==> config.mk <==
export PLATFORM = sky130hd
export DESIGN_NAME = ram_scan_reader
export DESIGN_NICKNAME = d
export VERILOG_FILES = /design/src/rtl/ram_scan_reader.sv
export SDC_FILE = /design/constraint.sdc
export NUM_CORES = 1
export LEC_CHECK = 0
export ABC_AREA = 0
export CORE_MARGIN = 3
export CORE_UTILIZATION = 47
export CTS_CLUSTER_DIAMETER = 50
export DETAILED_ROUTE_END_ITERATION = 16
export PLACE_DENSITY = 0.72
export SYNTH_ARGS = -nofsm -noshare
export SYNTH_HDL_FRONTEND = slang
export SYNTH_SLANG_ARGS = --single-unit
==> constraint.sdc <==
create_clock -name CLOCK_50 -period 2.4 [get_ports CLOCK_50]
set_clock_uncertainty 0.2 [all_clocks]
set_input_delay 0.48 -clock CLOCK_50 [delete_from_list [all_inputs] [get_ports CLOCK_50]]
set_output_delay 0.48 -clock CLOCK_50 [all_outputs]
set_load 0.01 [all_outputs]
==> src/rtl/ram_scan_reader.sv <==
// RAM scan reader: steps through every word of a single-port RAM on a switch
// edge, holding each word on the display for a dwell period, and performs a
// single manual read whenever the manual address changes while idle.
module ram_scan_reader #(
  parameter int ADDR_W   = 5,
  parameter int DATA_W   = 8,
  parameter int READ_LAT = 2,
  parameter int TICK_DIV = 50_000_000
) (
  input  logic              CLOCK_50,
  input  logic              RESETN,
  input  logic              scan_sw,
  input  logic [ADDR_W-1:0] man_addr,
  output logic [ADDR_W-1:0] ram_addr,
  input  logic [DATA_W-1:0] ram_q,
  output logic [ADDR_W-1:0] disp_addr,
  output logic [DATA_W-1:0] disp_data,
  output logic              disp_valid,
  output logic              busy,
  output logic              done
);

  // One counter serves both the read wait and the dwell, so it is sized for the larger
  localparam int CNT_W = $clog2(TICK_DIV + 8);
  localparam logic [CNT_W-1:0]  WAIT_LAST  = CNT_W'(READ_LAT - 1);
  localparam logic [CNT_W-1:0]  DWELL_LAST = CNT_W'(TICK_DIV - 1);
  localparam logic [ADDR_W-1:0] LAST_ADDR  = '1;

  typedef enum logic [2:0] {
    IDLE,
    ISSUE,
    WAIT,
    CAPTURE,
    DWELL,
    DONE
  } state_t;

  state_t            state_q, state_d;
  logic              sync1_q, sync2_q, sync_prev_q;
  logic              start_evt;
  logic              man_change;
  logic              scan_mode_q, scan_mode_d;
  logic [ADDR_W-1:0] last_man_q, last_man_d;
  logic [CNT_W-1:0]  cnt_q, cnt_d;
  logic [ADDR_W-1:0] ram_addr_d;
  logic [ADDR_W-1:0] disp_addr_d;
  logic [DATA_W-1:0] disp_data_d;
  logic              disp_valid_d;
  logic              busy_d;

  assign start_evt  = sync2_q & ~sync_prev_q;
  assign man_change = (man_addr != last_man_q);

  // Bring the raw switch into the clock domain and keep one extra sample for edge detection
  always_ff @(posedge CLOCK_50 or negedge RESETN) begin
    if (!RESETN) begin
      sync1_q     <= 1'b0;
      sync2_q     <= 1'b0;
      sync_prev_q <= 1'b0;
    end else begin
      sync1_q     <= scan_sw;
      sync2_q     <= sync1_q;
      sync_prev_q <= sync2_q;
    end
  end

  // FSM state register
  always_ff @(posedge CLOCK_50 or negedge RESETN) begin
    if (!RESETN) begin
      state_q <= IDLE;
    end else begin
      state_q <= state_d;
    end
  end

  // Next-state, done pulse and next values for every datapath register
  always_comb begin
    state_d      = state_q;
    ram_addr_d   = ram_addr;
    disp_addr_d  = disp_addr;
    disp_data_d  = disp_data;
    disp_valid_d = disp_valid;
    busy_d       = busy;
    scan_mode_d  = scan_mode_q;
    last_man_d   = last_man_q;
    cnt_d        = cnt_q;
    done         = 1'b0;
    case (state_q)
      IDLE: begin
        if (man_change) begin
          last_man_d = man_addr;
        end
        if (start_evt) begin
          state_d     = ISSUE;
          ram_addr_d  = '0;
          scan_mode_d = 1'b1;
          busy_d      = 1'b1;
        end else if (man_change) begin
          state_d     = ISSUE;
          ram_addr_d  = man_addr;
          scan_mode_d = 1'b0;
        end
      end
      ISSUE: begin
        disp_valid_d = 1'b0;
        cnt_d        = '0;
        state_d      = WAIT;
      end
      WAIT: begin
        if (cnt_q == WAIT_LAST) begin
          cnt_d   = '0;
          state_d = CAPTURE;
        end else begin
          cnt_d = cnt_q + CNT_W'(1);
        end
      end
      CAPTURE: begin
        disp_data_d  = ram_q;
        disp_addr_d  = ram_addr;
        disp_valid_d = 1'b1;
        cnt_d        = '0;
        state_d      = scan_mode_q ? DWELL : IDLE;
      end
      DWELL: begin
        if (cnt_q == DWELL_LAST) begin
          cnt_d = '0;
          if (ram_addr == LAST_ADDR) begin
            state_d = DONE;
          end else begin
            ram_addr_d = ram_addr + ADDR_W'(1);
            state_d    = ISSUE;
          end
        end else begin
          cnt_d = cnt_q + CNT_W'(1);
        end
      end
      DONE: begin
        done        = 1'b1;
        busy_d      = 1'b0;
        scan_mode_d = 1'b0;
        state_d     = IDLE;
      end
      default: begin
        state_d = IDLE;
      end
    endcase
  end

  // Datapath and registered outputs
  always_ff @(posedge CLOCK_50 or negedge RESETN) begin
    if (!RESETN) begin
      ram_addr    <= '0;
      disp_addr   <= '0;
      disp_data   <= '0;
      disp_valid  <= 1'b0;
      busy        <= 1'b0;
      scan_mode_q <= 1'b0;
      last_man_q  <= '0;
      cnt_q       <= '0;
    end else begin
      ram_addr    <= ram_addr_d;
      disp_addr   <= disp_addr_d;
      disp_data   <= disp_data_d;
      disp_valid  <= disp_valid_d;
      busy        <= busy_d;
      scan_mode_q <= scan_mode_d;
      last_man_q  <= last_man_d;
      cnt_q       <= cnt_d;
    end
  end

endmodule

==> flow_summary.toml, run 1 <==
[global_routing]
antenna_found_initial = 0
grt_first_pass_wirelength_um = 11200
grt_max_degree = 38
grt_pass1_vias = 2355
grt-ovfl-total = 0
grt_usage_pct = 19.7

[floorplan]
ios = 37
die_h_um = 84.9
core_area_sq_um = 5990
dieArea_sq_um = 7210
rows = 28
initial_utilization_pct = 48.8
fp.dieW_um = 84.9

[final_layout]
drive_above_1_share_pct = 17.5
final_cell_mix = "dfrtp_1, clkdlybuf4s50_1, nor2_1, nand2_1"
antenna_cells = 0
final_common_cell = "dfrtp_1"
nNetsFinal = 363
final_util_pct = 61.6
fillers = 492
area_delta_synth_final_pct = 26.2

[timing]
hold_viol = 0
worst_slew_pin_slew_ns = 0.525
period_share_pct = 97.7
slew_headroom_pct = 65.0
min_period_ns = 2.34
fin_hold_ws_ns = 0.150
drv_slew = 0
maxClockFrequency_ghz = 0.427
setup_violations = 0
rsz0062_at_grt = "yes"

[drt]
dr.pass1.iters = 4
wire_per_inst_um = 15.1
drt_iter0_drc = 129
postRouteAntennaNets = 0
route.vias.total = 2307
drt_wl_total_um = 6380
vias_per_cell = 5.45
route.detailed.drc = 0

[clock_tree]
clk_pin_slew_ns = 0.07
cts_tree = "built"
clk_path_buf_depth = 2
insertion_delay_ns = 0.34
clockRootBuffer = "clkbuf_8"
htreeDepth = 3
cts_buffers = 9
clock_sinks = 58

[synthesis]
synth_seq_cells = 58
synth.yosys.warnings = 0
synthCells = 286
synth_area_per_cell_sq_um = 10.2
yosysSeqAreaShare_pct = 49.6
syn_area_sq_um = 2930
syn_nets = 306
synth_cell_types = 44

[setup_path]
path_class = "flop to flop"
cp_data_arrival_time_ns = 2.42
end_kind = "flop"
cp.required_ns = 2.47
crit_fanout = 5
worst_setup_path_start_kind = "flop"

[power]
peakVddDrop_uv = 331
p_per_area_nw_per_um2 = 505
power_uw = 1860
power_leakage_uw = 0.00160

[placed_design]
port_buffers = 36
globalplace.congestion = 0.842
hpwl_um = 4450

[run]
maxCapViolations = 0

[worst_hold_path]
hp-class = "flop to flop"

[outcome]
status = "finished clean"
==> layout make-up <==
type	count	area (sq um)	area share, %
well taps	75	93.8	2.54
repair buffers	57	543	14.7
clock buffers	11	141	3.83
multi-input cells	210	1410	38.1
clock inverters	5	30.0	0.814
flip-flops and latches	58	1450	39.3
inverters	7	26.3	0.712
==> path summary, 6_finish.rpt <==
kind / slack [ns] / depth (start not counted) / endpoint / from
worst max-delay path: 0.06 / 6 / ram_addr[3] / cnt_q[7]
worst min-delay path: 0.15 / 0 / sync2_q / sync1_q
worst max register to register: 0.06 / 6 / ram_addr[3] / cnt_q[7]
worst min register to register: 0.15 / 0 / sync2_q / sync1_q
max in group asynchronous: 0.97 / 3 / cnt_q[9] / RESETN
min in group asynchronous: 0.44 / 2 / disp_addr[2] / RESETN
==> flip-flops by register name (all words and copies together), names as in the netlist <==
name	count
busy	1
cnt_q	26
disp_addr	5
disp_data	8
disp_valid	1
last_man_q	5
ram_addr	5
scan_mode_q	1
state_q	3
sync1_q	1
sync2_q	1
sync_prev_q	1
==> layer usage <==
layer	global-route usage, %	routed length [um]
met5	0	0
met4	9.64	72
met3	3.88	254
met1	28.7	3180
met2	28.3	2870
==> cell usage after synthesis, drive strengths merged <==
master / count / area share, %
nor2: 33 / 4.2
nand2b: 1 / 0.21
buf: 2 / 0.51
a21oi: 4 / 0.68
nand3: 19 / 3.3
mux2: 19 / 7.3
o21ai: 12 / 2.2
nand4: 16 / 3.6
or3: 3 / 0.64
o2bb2a: 1 / 0.34
o31ai: 2 / 0.51
or4: 2 / 0.77
and2: 3 / 0.64
and4: 5 / 1.5
inv: 6 / 0.77
a21o: 1 / 0.26
and3: 8 / 1.7
o22ai: 1 / 0.21
a22o: 3 / 0.90
a2bb2oi: 1 / 0.30
or2: 1 / 0.21
ha: 4 / 1.7
o21a: 1 / 0.26
o2bb2ai: 2 / 0.60
dfrtp: 58 / 50
o211ai: 1 / 0.26
xnor2: 8 / 2.4
nor2b: 2 / 0.43
a22oi: 2 / 0.51
xor2: 19 / 5.7
nand2: 21 / 2.7
nor3: 7 / 1.2
nor4: 2 / 0.43
nand3b: 1 / 0.26
nor4b: 2 / 1.1
a311o: 1 / 0.34
clkbuf: 9 / 1.2
a31oi: 2 / 0.43
clkinv: 1 / 0.13
==> per-stage QoR <==
| stage | TNS [ns] | setup slack (ns) | cells | cell area [sq um] |
|---|---|---|---|---|
| floorplan | 0 | 0.114 | 286 | 2930 |
| global placement | 0 | 0.0799 | 405 | 3490 |
| detailed placement | 0 | 0.0558 | 405 | 3490 |
| CTS | 0 | 0.0115 | 422 | 3670 |
| global route | -0.401 | -0.0480 | 423 | 3690 |
| finish | 0 | 0.0558 | 423 | 3690 |
==> logic make-up after synthesis <==
family	after synthesis	synth area share, %
AO/OA/AOI/OAI	34	7.78
XOR/XNOR	27	8.08
adder cells (fa/ha/maj)	4	1.71
buffers and inverters	18	2.57
flip-flops	58	49.6
multiplexers	19	7.31
AND/OR/NAND/NOR	126	22.9
==> power by group <==
group          internal, uW  switching (uW)
logic                  47.0            37.8
registers               987            4.41
clock network           397             392
==> worst max-delay path: stages, from the launching register on <==
cell and delay [ns]:
dfrtp_1 0.43, or4_4 0.55, nor4b_4 0.40, nand4_2 0.18
buf_4 0.19, a22o_1 0.19, a21oi_2 0.14
==> what timing repair did <==
| item | 4_1_cts | 5_1_grt |
|---|---|---|
| resized for setup | 0 | 3 |
| setup buffers | 0 | 1 |
| endpoints found under the hold margin | 21 | 0 |
| setup endpoints to repair | 0 | 27 |
| hold buffers | 1 | 0 |
No activity file was read; power rests on OpenSTA's default activity.
==> run 2: changes to the inputs <==
HOLD_SLACK_MARGIN = 0.06   (was unset)
==> results of run 2 <==
Same layout as run 1: the final DEF is identical, and so are final timing and power.
